`src/rtl/side_road_detector.sv`:
```
// Side-road vehicle presence: two synchronised, debounced loop inputs drive a saturating queue count and C.
// Optional stuck-loop clear is built when TRAFFIC_STUCK_CLR_EN is defined.

// state     | meaning
// IDLE      | accepted level low, synced input agrees
// RISE_WAIT | synced input high, counting toward acceptance
// ACTIVE    | accepted level high (vehicle on loop)
// FALL_WAIT | synced input low, counting toward release
module side_road_debounce #(
   parameter int DEBOUNCE = 3
) (
   input  logic Clk,
   input  logic reset,
   input  logic raw_i,
   output logic event_o
);
   localparam int CW = (DEBOUNCE > 2) ? $clog2(DEBOUNCE) : 1;
   localparam logic [CW-1:0] CNT_LAST = CW'(DEBOUNCE - 1);

   typedef enum logic [1:0] {IDLE, RISE_WAIT, ACTIVE, FALL_WAIT} state_t;

   state_t        state_q;
   logic [CW-1:0] cnt_q;
   logic [1:0]    sync_q;
   logic          s_w;

   assign s_w = sync_q[1];
   // Decoded from current state so the queue updates on the very edge ACTIVE is entered.
   assign event_o = (state_q == RISE_WAIT) && s_w && (cnt_q == CNT_LAST);

   always_ff @(posedge Clk) begin
      if (reset) begin
         sync_q  <= 2'b00;
         state_q <= IDLE;
         cnt_q   <= '0;
      end else begin
         sync_q <= {sync_q[0], raw_i};
         case (state_q)
            IDLE: begin
               if (s_w) begin
                  state_q <= RISE_WAIT;
                  cnt_q   <= CW'(1);
               end
            end
            RISE_WAIT: begin
               if (!s_w)                  state_q <= IDLE;
               else if (cnt_q == CNT_LAST) state_q <= ACTIVE;
               else                       cnt_q   <= cnt_q + CW'(1);
            end
            ACTIVE: begin
               if (!s_w) begin
                  state_q <= FALL_WAIT;
                  cnt_q   <= CW'(1);
               end
            end
            FALL_WAIT: begin
               if (s_w)                   state_q <= ACTIVE;
               else if (cnt_q == CNT_LAST) state_q <= IDLE;
               else                       cnt_q   <= cnt_q + CW'(1);
            end
            default: state_q <= IDLE;
         endcase
      end
   end
endmodule

module side_road_detector #(
   parameter int DEBOUNCE     = 3,
   parameter int CNT_W        = 4,
   parameter int MAX_Q        = 15,
   parameter int STUCK_CYCLES = 32
) (
   input  logic             Clk,
   input  logic             reset,
   input  logic             loop_in,
   input  logic             exit_in,
   input  logic             SG,
   output logic             C,
   output logic [CNT_W-1:0] queue,
   output logic             err,
   output logic             fault
);
   localparam logic [CNT_W-1:0] Q_MAX = CNT_W'(MAX_Q);

   logic             arr_w, ext_w;
   logic [CNT_W-1:0] queue_q, queue_d;
   logic             c_q, err_q, err_set;

   side_road_debounce #(.DEBOUNCE(DEBOUNCE)) u_arr (
      .Clk(Clk), .reset(reset), .raw_i(loop_in), .event_o(arr_w));
   side_road_debounce #(.DEBOUNCE(DEBOUNCE)) u_ext (
      .Clk(Clk), .reset(reset), .raw_i(exit_in), .event_o(ext_w));

`ifdef TRAFFIC_STUCK_CLR_EN
   localparam int TW = (STUCK_CYCLES > 1) ? $clog2(STUCK_CYCLES) : 1;
   localparam logic [TW-1:0] T_LAST = TW'(STUCK_CYCLES - 1);

   logic [TW-1:0] timer_q, timer_d;
   logic          fault_q, stuck_inc, stuck_fire;

   assign stuck_inc  = SG && (queue_q != '0) && !ext_w;
   assign stuck_fire = stuck_inc && (timer_q == T_LAST);

   always_comb begin
      timer_d = '0;
      if (stuck_inc && !stuck_fire) timer_d = timer_q + TW'(1);
   end

   always_ff @(posedge Clk) begin
      if (reset) begin
         timer_q <= '0;
         fault_q <= 1'b0;
      end else begin
         timer_q <= timer_d;
         if (stuck_fire) fault_q <= 1'b1;
      end
   end

   assign fault = fault_q;
`else
   logic unused_cfg;
   assign unused_cfg = SG & (STUCK_CYCLES > 0);
   assign fault      = 1'b0;
`endif

   // Simultaneous arrival and exit cancel, even at the saturation limits.
   always_comb begin
      queue_d = queue_q;
      err_set = 1'b0;
      if (arr_w && !ext_w) begin
         if (queue_q == Q_MAX) err_set = 1'b1;
         else                  queue_d = queue_q + CNT_W'(1);
      end else if (ext_w && !arr_w) begin
         if (queue_q == '0)    err_set = 1'b1;
         else                  queue_d = queue_q - CNT_W'(1);
      end
`ifdef TRAFFIC_STUCK_CLR_EN
      if (stuck_fire) begin
         queue_d = '0;
         err_set = 1'b0;
      end
`endif
   end

   always_ff @(posedge Clk) begin
      if (reset) begin
         queue_q <= '0;
         c_q     <= 1'b0;
         err_q   <= 1'b0;
      end else begin
         queue_q <= queue_d;
         c_q     <= (queue_d != '0);
         if (err_set) err_q <= 1'b1;
      end
   end

   assign queue = queue_q;
   assign C     = c_q;
   assign err   = err_q;
endmodule

```
`config.mk`:
```
export PLATFORM = sky130hd
export DESIGN_NAME = side_road_detector
export DESIGN_NICKNAME = d
export VERILOG_FILES = /design/src/rtl/side_road_detector.sv
export SDC_FILE = /design/constraint.sdc
export NUM_CORES = 1
export LEC_CHECK = 0
export BUFFER_PORTS_ARGS = -buffer_cell sky130_fd_sc_hd__buf_4
export CAP_MARGIN = 20
export CORE_ASPECT_RATIO = 1.2
export CORE_UTILIZATION = 30
export CTS_CLUSTER_SIZE = 28
export DETAILED_ROUTE_END_ITERATION = 7
export GPL_TIMING_DRIVEN = 0
export PLACE_DENSITY = 0.45
export SYNTH_ARGS = -nofsm -noshare
export SYNTH_HDL_FRONTEND = slang
export SYNTH_HIERARCHICAL = 1
export SYNTH_SLANG_ARGS = --single-unit
```
`constraint.sdc`:
```
create_clock -name Clk -period 6.9 [get_ports Clk]
set_input_delay 0.69 -clock Clk [delete_from_list [all_inputs] [get_ports Clk]]
set_output_delay 0.69 -clock Clk [all_outputs]
set_load 0.005 [all_outputs]
```
After elaboration in Yosys (flattened, before gate mapping)
Cells that the tools add are included.
W data, S select, Z words.
{ "totals": {"regBits": 18, "in_bits": 5, "out_inout_bits": 7, "elab_cells": 82} }
{ "op_classes": {"n_addsub": 4, "n_eq_ne": 21, "mux": 32, "n_reduce_logical": 16} }
{ "ops": {"columns": ["operator", "count"], "rows": [
  ["$mux W2", 20],
  ["$pmux W2 S4", 4],
  ["$mux W4", 4],
  ["$reduce_and A4 Y1", 4],
  ["$eq A2 B2 Y1 const B", 6],
  ["$ne A2 B1 Y1 const B", 4],
  ["$ne A2 B2 Y1 const B", 4],
  ["$logic_and A1 B1 Y1", 6],
  ["$ne A3 B1 Y1 const B", 2],
  ["$ne A3 B3 Y1 const B", 2],
  ["$add A2 B1 Y2 const B", 2],
  ["$add A4 B1 Y4 const B", 1],
  ["$eq A2 B1 Y1 const B", 2],
  ["$eq A4 B4 Y1 const B", 1],
  ["$logic_not A2 Y1", 2],
  ["$logic_not A4 Y1", 1],
  ["$mux W1", 4],
  ["$reduce_bool A4 Y1", 1],
  ["$sub A4 B1 Y4 const B", 1],
  ["$logic_not A1 Y1", 2]
]} }

Logic depth before layout (Yosys ltp)
Gate-level depths: netlist of run 1.
{ "logic_depth": {"ltp_word": 8, "ltp_mapped": 9, "depth_no_buf": 9} }

Hierarchy
Netlist of run 1, hierarchy kept.
{ "modules_own_cells": {"columns": ["mod", "n_inst", "cells_each", "area_per_inst_um2", "seq_area_each_um2"], "rows": [
  ["side_road_debounce", 2, 26, 256.5, 120.1],
  ["side_road_detector", 1, 42, 371.6, 120.1]
]} }

Worst setup path after synthesis of run 1
No wires, ideal clock.
{ "synth_path": {"kind": "register to register", "start": "reg u_ext.cnt_q[0]", "end": "reg c_q (netlist: C)", "setup_time_ns": 0.134, "arrival_ns": 2.093, "setup_slack_ns": 4.673, "path_stages_with_launch": 10, "n_path_buf": 0, "cell_sequence": "dfxtp_1 inv_1 ha_1 and2_1 and3b_2 and2b_1 nand4_1 o21ai_0 a2111oi_2 or4_1"} }
{ "synth_between": {"elab_chain_cells": 6, "elab_cells_between_ends": 8} }
{ "synth_lines": {"columns": ["item", "line", "source"], "rows": [
  ["start, declared", "23", "logic [CW-1:0] cnt_q;"],
  ["start signal, assigned", "48", "else cnt_q <= cnt_q + CW'(1);"],
  ["start signal, assigned", "59", "else cnt_q <= cnt_q + CW'(1);"],
  ["$eq A2 B2 Y1 *", "29", "assign event_o = (state_q == RISE_WAIT) && s_w && (cnt_q == CNT_LAST);"],
  ["$logic_and A1 B1 Y1 *", "29", null],
  ["net ext_w", "85", "logic arr_w, ext_w;"],
  ["$logic_and A1 B1 Y1 or $logic_not A1 Y1 (tied branches)", "133, 130", null],
  ["$mux W4 or $logic_and A1 B1 Y1 (tied branches)", "133, 130", null],
  ["$mux W4 *", "130", "if (arr_w && !ext_w) begin"],
  ["$reduce_bool A4 Y1 *", "152", "c_q <= (queue_d != '0);"],
  ["end signal, assigned", "152", null],
  ["end, declared", "87", "logic c_q, err_q, err_set;"]
]} }
The timed path passes the listed nets; every way through them passes the cells marked *.
A chain may end at the register's enable or synchronous reset.

Final worst setup path of run 1
Ends and elaborated chain as after synthesis.

==> metrics.yaml, run 1 <==
place:
  place_area_um2: 995
  hpwlAfterDp_um: 1170
  port-buffer-count: 9
  place.gp.congestion: 0.727
clocking:
  cts-htree-levels: 1
  clk_latency_ps: 290
  cts_hold_buffers: 0
  clockBufferDepth: 2
  cts.sinks: 18
  post_cts_resize_count: 0
  numCtsBuffers: 3
  postCtsSetupBuffers: 0
  cts.clk_slew.worst_paths_ps: 100
  cts_tree: "yes"
  cts_root_buf: "clkbuf_4"
setup_path:
  worstPathMaxFanout: 6
  critical_path_arrival_ps: 2630
  cp-end-kind: "flop"
  path_cells: "inv_1 > ha_1 > and2_1 > and3b_2 > and2b_1 > nand4_1 > o21ai_0 > a2111oi_2 > or4_1"
  required_ps: 7070
  max_stage_delay_ps: 510
  start_kind: "flop"
  critPathKind: "reg -> reg"
  crit_path_top_delay_cell: "or4_1"
detailed_routing:
  drt-total-wl_um: 1610
  post-route-drc-count: 0
  via_count: 702
  drt_iter0_markers: 9
  vias_per_cell: 5.01
  ant_nets: 0
  routedWlPerCell_um: 11.5
  first_pass_iters: 4
global_routing:
  grt_max_degree: 18
  grt.overflow.total: 0
  grt_pass1_wl_um: 2480
  antenna_found_initial: 0
  track_usage_pct: 10.9
  grt_pass1_vias: 592
floorplanning:
  coreArea_mm2: 0.00279
  fp.dieH_um: 61.5
  io_pins: 12
  rows: 21
  start_util_pct: 31.8
  fp.dieW_um: 51.6
  dieArea_mm2: 0.00317
yosys:
  synth_area_um2: 885
  ys_ff_latch: 18
  synth_fp_nets: 105
  synthTopCellsByArea: "dfxtp_1, ha_1, nand2_1, nor2b_1, a21oi_1"
  syn_avg_cell_area_um2: 9.41
  synthCells: 94
  ys_warn_count: 6
  yosys.area.top_type_share_pct: 40.7
  yosysSeqAreaShare_pct: 40.7
  ys_types: 30
  synth.largest_area_cell: "dfxtp_1"
finish:
  final_common_cell: "dfxtp_1"
  syn_to_final_growth_pct: 15.0
  fin_area_mm2: 0.00102
  drive_above_1_share_pct: 20.8
  nets: 119
  n_antenna_cell: 0
  nFillCells: 292
  final_cell_mix: "dfxtp_1, nand2_1, buf_4"
sta:
  final.period_utilization_pct: 35.7
  hold_viol_final: 0
  rsz0062_at_grt: "no"
  period_needed_ps: 2460
  skew_ps: 6.10
  fmax_ghz: 0.406
  finalSetupViolCount: 0
  slew_viol_final: 0
  whs_ps: 447
  timing.setup.tns_ps: 0
run_status:
  status: "finished clean"
power:
  switchingPower_w: 0.0000413
  power.leakage_nw: 0.375
  pwr-share-clk_pct: 28.8
  seqPwrFrac_pct: 62.0
  switching_share_pct: 23.2
  comb_power_share_pct: 9.2
  vdd_drop_max_uv: 114
  power_density_mw_per_mm2: 175
  internal_power_w: 0.000136
flow_run:
  drv_cap: 0
hold_path:
  min_path_type: "reg -> reg"
critical path: cells and delay by family, from the launching register on:
family | cells | cell delay [ps]
adder cells (fa/ha/maj) | 1 | 240
buffers and inverters | 1 | 80
flip-flops | 1 | 340
AO/OA/AOI/OAI | 2 | 360
AND/OR/NAND/NOR | 5 | 1320
per-layer routing:
layer	part of all wire, %	track usage, %
met4	1.2	8.11
met2	46	17.3
met3	2.5	1.48
met1	50	13.4
met5	0	0
through the flow:
stage	power, W	cells	setup WS [ps]	utilization [%]
floorplan	0.000122	94	4670	-
global placement	0.000129	137	4480	35.7
detailed placement	0.000129	137	4450	35.7
CTS	0.000181	140	4440	36.5
global route	0.000186	140	4250	36.5
finish	0.000178	140	4440	36.5
cells in the mapped netlist:
library cell and number:
a211oi_1 3, o21ai_0 4, and2_1 2, nor3_1 2
nor3b_4 1, a21oi_1 6, or4b_1 2, and2b_1 1
mux2i_1 1, nand4_1 3, or3b_4 1, and3b_2 3
nand3_1 4, nor2b_1 6, a311oi_1 1, dfxtp_1 18
a221oi_1 1, inv_1 4, a2111oi_2 1, a21o_2 1
buf_4 1, or4_1 1, nand2_1 10, xnor2_1 2
a31oi_1 1, a31o_2 2, nor2_1 3, conb_1 1
nor3b_1 2, ha_1 6
worst paths after layout:
path	from	endpoint	slack (ps)	depth (start not counted)
setup / recovery	u_ext/cnt_q[0]	C	4440	9
setup reg to reg	u_ext/cnt_q[0]	C	4440	9
hold / removal	u_arr/sync_q[0]	u_arr/sync_q[1]	450	1
hold reg to reg	u_arr/sync_q[0]	u_arr/sync_q[1]	450	1
power by group through the flow:
stage | sequential [W] | clock [W] | combinational, W
after floorplan | 0.000112 | 0 | 0.00000970
after global placement | 0.000112 | 0 | 0.0000163
after detailed placement | 0.000113 | 0 | 0.0000165
after CTS | 0.000110 | 0.0000545 | 0.0000166
after global routing | 0.000111 | 0.0000573 | 0.0000183
final | 0.000110 | 0.0000512 | 0.0000163
area by class of cell:
cell class | instances | area (µm²) | area share, %
tap | 34 | 42.5 | 4.18
multi-input combinational | 71 | 502 | 49.3
inverter | 4 | 15.0 | 1.48
buffer | 1 | 7.51 | 0.738
timing repair buffer | 9 | 67.6 | 6.64
clock buffer | 3 | 22.5 | 2.21
sequential | 18 | 360 | 35.4
kinds of logic (layout without fill, tap and decap cells):
| logic type | count (synthesis) | in the layout | synth area share (%) |
|---|---|---|---|
| AOI/OAI and AO/OA | 20 | 20 | 15.6 |
| xor gates and xnor gates | 2 | 2 | 1.98 |
| adders and majority gates | 6 | 6 | 8.49 |
| buffers and inverters | 5 | 17 | 2.55 |
| DFF | 18 | 18 | 40.7 |
| muxes | 1 | 1 | 1.13 |
| other | 1 | 1 | 0.424 |
| and+or+nand+nor | 41 | 41 | 29.1 |
Note: power is estimated with default switching activity, not from simulation.
==> inputs of run 2 (changes only) <==
--- a/config.mk
+++ b/config.mk
@@ -12,7 +12,7 @@
 export CTS_CLUSTER_SIZE = 28
 export DETAILED_ROUTE_END_ITERATION = 7
 export GPL_TIMING_DRIVEN = 0
-export PLACE_DENSITY = 0.45
+export PLACE_DENSITY = 0.47
 export SYNTH_ARGS = -nofsm -noshare
 export SYNTH_HDL_FRONTEND = slang
 export SYNTH_HIERARCHICAL = 1
==> constraint.sdc (replaced) <==
create_clock -name Clk -period 2 [get_ports Clk]
set_input_delay 0.2 -clock Clk [delete_from_list [all_inputs] [get_ports Clk]]
set_output_delay 0.2 -clock Clk [all_outputs]
set_load 0.005 [all_outputs]
==> metrics.yaml, run 2 (synthesis results as in run 1) <==
run_status:
  status: "finished with violations"
  violations: "negative setup slack"
clocking:
  cts-htree-levels: 1
  cts_hold_buffers: 0
  clockBufferDepth: 2
  cts.clk_slew.worst_paths_ps: 100
  cts_root_buf: "clkbuf_4"
  cts.sinks: 18
  clk_latency_ps: 290
  cts_tree: "yes"
  numCtsBuffers: 3
detailed_routing:
  drt-total-wl_um: 1670
  ant_nets: 0
  routedWlPerCell_um: 11.3
  vias_per_cell: 5.02
  post-route-drc-count: 0
  first_pass_iters: 4
  via_count: 743
  drt_iter0_markers: 8
sta:
  layout_setup_ws_ps: -145
  fmax_ghz: 0.466
  whs_ps: 116
  final.period_utilization_pct: 107
  hold_viol_final: 0
  skew_ps: 2.70
  finalSetupViolCount: 1
  period_needed_ps: 2140
  slew_viol_final: 0
  timing.setup.tns_ps: -145
  rsz0062_at_grt: "yes"
power:
  power.leakage_nw: 0.424
  vdd_drop_max_uv: 312
  power_density_mw_per_mm2: 592
global_routing:
  grt.overflow.total: 0
  grt_max_degree: 18
  track_usage_pct: 12.0
  grt_pass1_wl_um: 2780
  grt_pass1_vias: 638
  antenna_found_initial: 0
setup_path:
  critPathKind: "reg -> reg"
  r2r_start: "u_arr/cnt_q[0]"
  start_kind: "flop"
  crit_path_start: "u_arr/cnt_q[0]"
  reg2reg_to: "C"
  cp-endpoint: "C"
  cp-end-kind: "flop"
  critical_path_arrival_ps: 2320
  worstPathMaxFanout: 5
  r2r_slack_ps: -140
  r2r.worst_path.cells: 9
  required_ps: 2170
finish:
  syn_to_final_growth_pct: 26.9
  fin_area_mm2: 0.00112
  nFillCells: 302
  final_core_util_pct: 40.3
  multiInputGateArea_um2: 536
  nets: 126
  final_common_cell: "buf_4"
  regArea_um2: 363
  n_antenna_cell: 0
  final_cell_mix: "buf_4, dfxtp_1, nand2_1"
  finalNonFillerCells: 148
  drive_above_1_share_pct: 35.1
place:
  place_area_mm2: 0.00101
  place.gp.congestion: 0.769
  hpwlAfterDp_um: 1130
  dp.cells: 137
  port-buffer-count: 9
flow_run:
  drv_cap: 0
floorplanning:
  rows: 21
  start_util_pct: 31.8
  fp.dieW_um: 51.6
  coreArea_mm2: 0.00279
  dieArea_mm2: 0.00317
  io_pins: 12
  fp.dieH_um: 61.5
hold_path:
  min_path_type: "in -> reg"
  holdCritStartpoint: "loop_in"
[run 2: cell types whose count changed in the layout (fill, tap and decap cells not counted), sizes merged]
cell    delta
buf        +7
clkbuf     +1
[run 2: per-stage QoR]
stage	setup WS [ps]	total power (W)
after detailed placement	-213	0.000447
after global placement	-219	0.000446
after CTS	-156	0.000678
after global routing	-219	0.000700
after floorplan	-53.4	0.000422
final	-145	0.000664
[run 2: report_power, final]
part | switching [W] | internal, W
combinational | 0.0000281 | 0.0000332
sequential | 0.0000104 | 0.000371
clock | 0.000110 | 0.000111
[run 2: per-layer routing]
layer / global-route usage [%] / vias up / routed length, µm
met5: 0 / - / 0
met4: 6.95 / 0 / 21
met3: 1.48 / 2 / 37
met2: 22.3 / 8 / 849
met1: 13.0 / 352 / 757
li1: - / 381 / -
[run 2: cell type report]
| type | count | share of cell area, % |
|---|---|---|
| plain buffers | 1 | 0.669 |
| clock buffers | 4 | 3.23 |
| inverters | 4 | 1.56 |
| multi-input cells | 71 | 47.7 |
| flip-flops and latches | 18 | 32.3 |
| well taps | 34 | 3.79 |
| repair buffers | 16 | 10.7 |
[run 2: timing repair]
| item | 4_1_cts | 5_1_grt |
|---|---|---|
| setup buffers | 7 | 0 |
| pin swaps | 4 | 0 |
| resized for setup | 6 | 0 |
| endpoints found under the hold margin | 0 | 0 |
| setup endpoints to repair | 2 | 2 |
[run 2: worst max-delay path, stage by stage, from the launching register on]
cell and delay (ps):
dfxtp_2 370, inv_4 40, ha_4 160, and2_4 150, and3b_2 220, and2b_2 230
nand4_1 100, and3b_2 190, a2111oi_2 50, or4_1 500
[run 2: worst min-delay path by stage]
stage	slack (ps)	cells after the start	to
final	120	2	u_arr/sync_q[0]
after global routing	110	2	u_arr/sync_q[0]
after CTS	110	2	u_ext/sync_q[0]
after detailed placement	420	2	u_arr/sync_q[0]
after global placement	420	2	u_arr/sync_q[0]
after floorplan	270	1	err
==> inputs of run 3 (changes only) <==
--- a/config.mk
+++ b/config.mk
@@ -13,6 +13,7 @@
 export DETAILED_ROUTE_END_ITERATION = 7
 export GPL_TIMING_DRIVEN = 0
 export PLACE_DENSITY = 0.47
+export SETUP_SLACK_MARGIN = 0.1
 export SYNTH_ARGS = -nofsm -noshare
 export SYNTH_HDL_FRONTEND = slang
 export SYNTH_HIERARCHICAL = 1
==> metrics.yaml, run 3 (synthesis results as in run 1) <==
run_status:
  status: "finished with violations"
  violations: "negative setup slack"
setup_path:
  cp_common_cell: "and3b_2"
  start_kind: "flop"
  cp.depth: 9
  r2r.worst_path.cells: 9
  r2r_start: "u_arr/cnt_q[0]"
  max_stage_delay_ps: 500
  reg2reg_to: "C"
  crit_path_start: "u_arr/cnt_q[0]"
  path_cells: "inv_4 > ha_4 > and2_4 > and3b_2 > and2b_2 > nand4_1 > and3b_2 > a2111oi_2 > or4_1"
  crit_path_top_delay_cell: "or4_1"
  worstPathMaxFanout: 5
  cp_top_family: "simple AND/OR/NAND/NOR gates"
  critical_path_arrival_ps: 2320
  r2r_slack_ps: -140
  required_ps: 2170
  cp-endpoint: "C"
  critPathKind: "reg -> reg"
  cp-end-kind: "flop"
  crit_buf_inv: 1
place:
  hpwlAfterDp_um: 1130
  dp.cells: 137
  place.gp.congestion: 0.769
  pre_cts_slack_ps: -213
  place_area_mm2: 0.00101
  port-buffer-count: 9
global_routing:
  grt_pass1_wl_um: 2780
  grt.overflow.total: 0
  grt_pass1_vias: 636
  track_usage_pct: 12.0
  antenna_found_initial: 0
  grt_max_degree: 18
detailed_routing:
  post-route-drc-count: 0
  vias_per_cell: 5.02
  ant_nets: 0
  via_count: 743
  routedWlPerCell_um: 11.3
  first_pass_iters: 4
  drt-total-wl_um: 1670
  drt_iter0_markers: 8
clocking:
  clk_latency_ps: 290
  numCtsBuffers: 3
  cts.clk_slew.worst_paths_ps: 100
  cts_tree: "yes"
  cts.sinks: 18
  clockBufferDepth: 2
  cts_hold_buffers: 0
  cts-htree-levels: 1
  cts_root_buf: "clkbuf_4"
finish:
  drive_above_1_share_pct: 35.1
  syn_to_final_growth_pct: 26.9
  fin_area_mm2: 0.00112
  finalNonFillerCells: 148
  final_common_cell: "buf_4"
  nets: 126
  n_antenna_cell: 0
  final_cell_mix: "buf_4, dfxtp_1, nand2_1"
  nFillCells: 302
floorplanning:
  dieArea_mm2: 0.00317
  coreArea_mm2: 0.00279
  rows: 21
  start_util_pct: 31.8
  fp.dieH_um: 61.5
  fp.dieW_um: 51.6
  io_pins: 12
power:
  internal_power_w: 0.000515
  power_density_mw_per_mm2: 592
  switchingPower_w: 0.000149
  power_w: 0.000664
  pwr-share-clk_pct: 33.3
  switching_share_pct: 22.4
  seqPwrFrac_pct: 57.5
  vdd_drop_max_uv: 312
  comb_power_share_pct: 9.2
  power.leakage_nw: 0.424
sta:
  finalSetupViolCount: 1
  rsz0062_at_grt: "yes"
  period_needed_ps: 2140
  fmax_ghz: 0.466
  hold_viol_final: 0
  layout_setup_ws_ps: -145
  slew_viol_final: 0
  timing.setup.tns_ps: -145
  skew_ps: 2.70
  final.period_utilization_pct: 107
hold_path:
  whs_path_depth: 2
  min_path_type: "in -> reg"
flow_run:
  drv_cap: 0
## run 3: final cells by class
type,count,area [µm²],area share (%)
Multi-Input combinational cell,71,536,47.7
Inverter,4,17.5,1.56
Clock buffer,4,36.3,3.23
Sequential cell,18,363,32.3
Timing Repair Buffer,16,120,10.7
Buffer,1,7.51,0.669
Tap cell,34,42.5,3.79
## run 3: per-layer routing
layer | part of all wire [%] | routed length [µm] | track usage [%] | vias to the layer above
met4 | 1.3 | 21 | 6.95 | 0
met3 | 2.2 | 37 | 1.48 | 2
met1 | 45 | 757 | 13.0 | 352
li1 | - | - | - | 381
met2 | 51 | 849 | 22.3 | 8
met5 | 0 | 0 | 0 | -
## run 3: worst register-to-register path, delay by kind of cell, from the launching register on
kind	cells	cell delay, ps
buffers and inverters	1	40
DFF	1	370
adders and majority gates	1	160
and+or+nand+nor	6	1400
AOI/OAI and AO/OA	1	50
## run 3: power groups by stage
stage                logic, W  registers [W]  clock network (W)
global placement    0.0000570       0.000389                  0
global route        0.0000695       0.000384           0.000246
CTS                 0.0000627       0.000381           0.000234
floorplan           0.0000343       0.000388                  0
finish              0.0000613       0.000382           0.000221
detailed placement  0.0000584       0.000389                  0
## run 3: per-stage QoR
step	hold WS (ps)	utilization (%)
after detailed placement	420	36.4
after global placement	418	36.4
after floorplan	269	-
after CTS	108	40.3
after global routing	110	40.3
final	116	40.3
## run 3: repair_timing
item | in CTS | in global routing
endpoints found under the setup margin | 2 | 3
setup buffers | 7 | 0
endpoints found under the hold margin | 0 | 0
pin swaps | 4 | 0
gates resized for setup | 6 | 0
## run 3: worst min path at each step
stage,start,endpoint,slack [ps]
6_report,loop_in,u_arr/sync_q[0],120
5_1_grt,loop_in,u_arr/sync_q[0],110
4_1_cts,exit_in,u_ext/sync_q[0],110
3_5_place_dp,loop_in,u_arr/sync_q[0],420
3_3_place_gp,loop_in,u_arr/sync_q[0],420
2_1_floorplan,reset,err,270
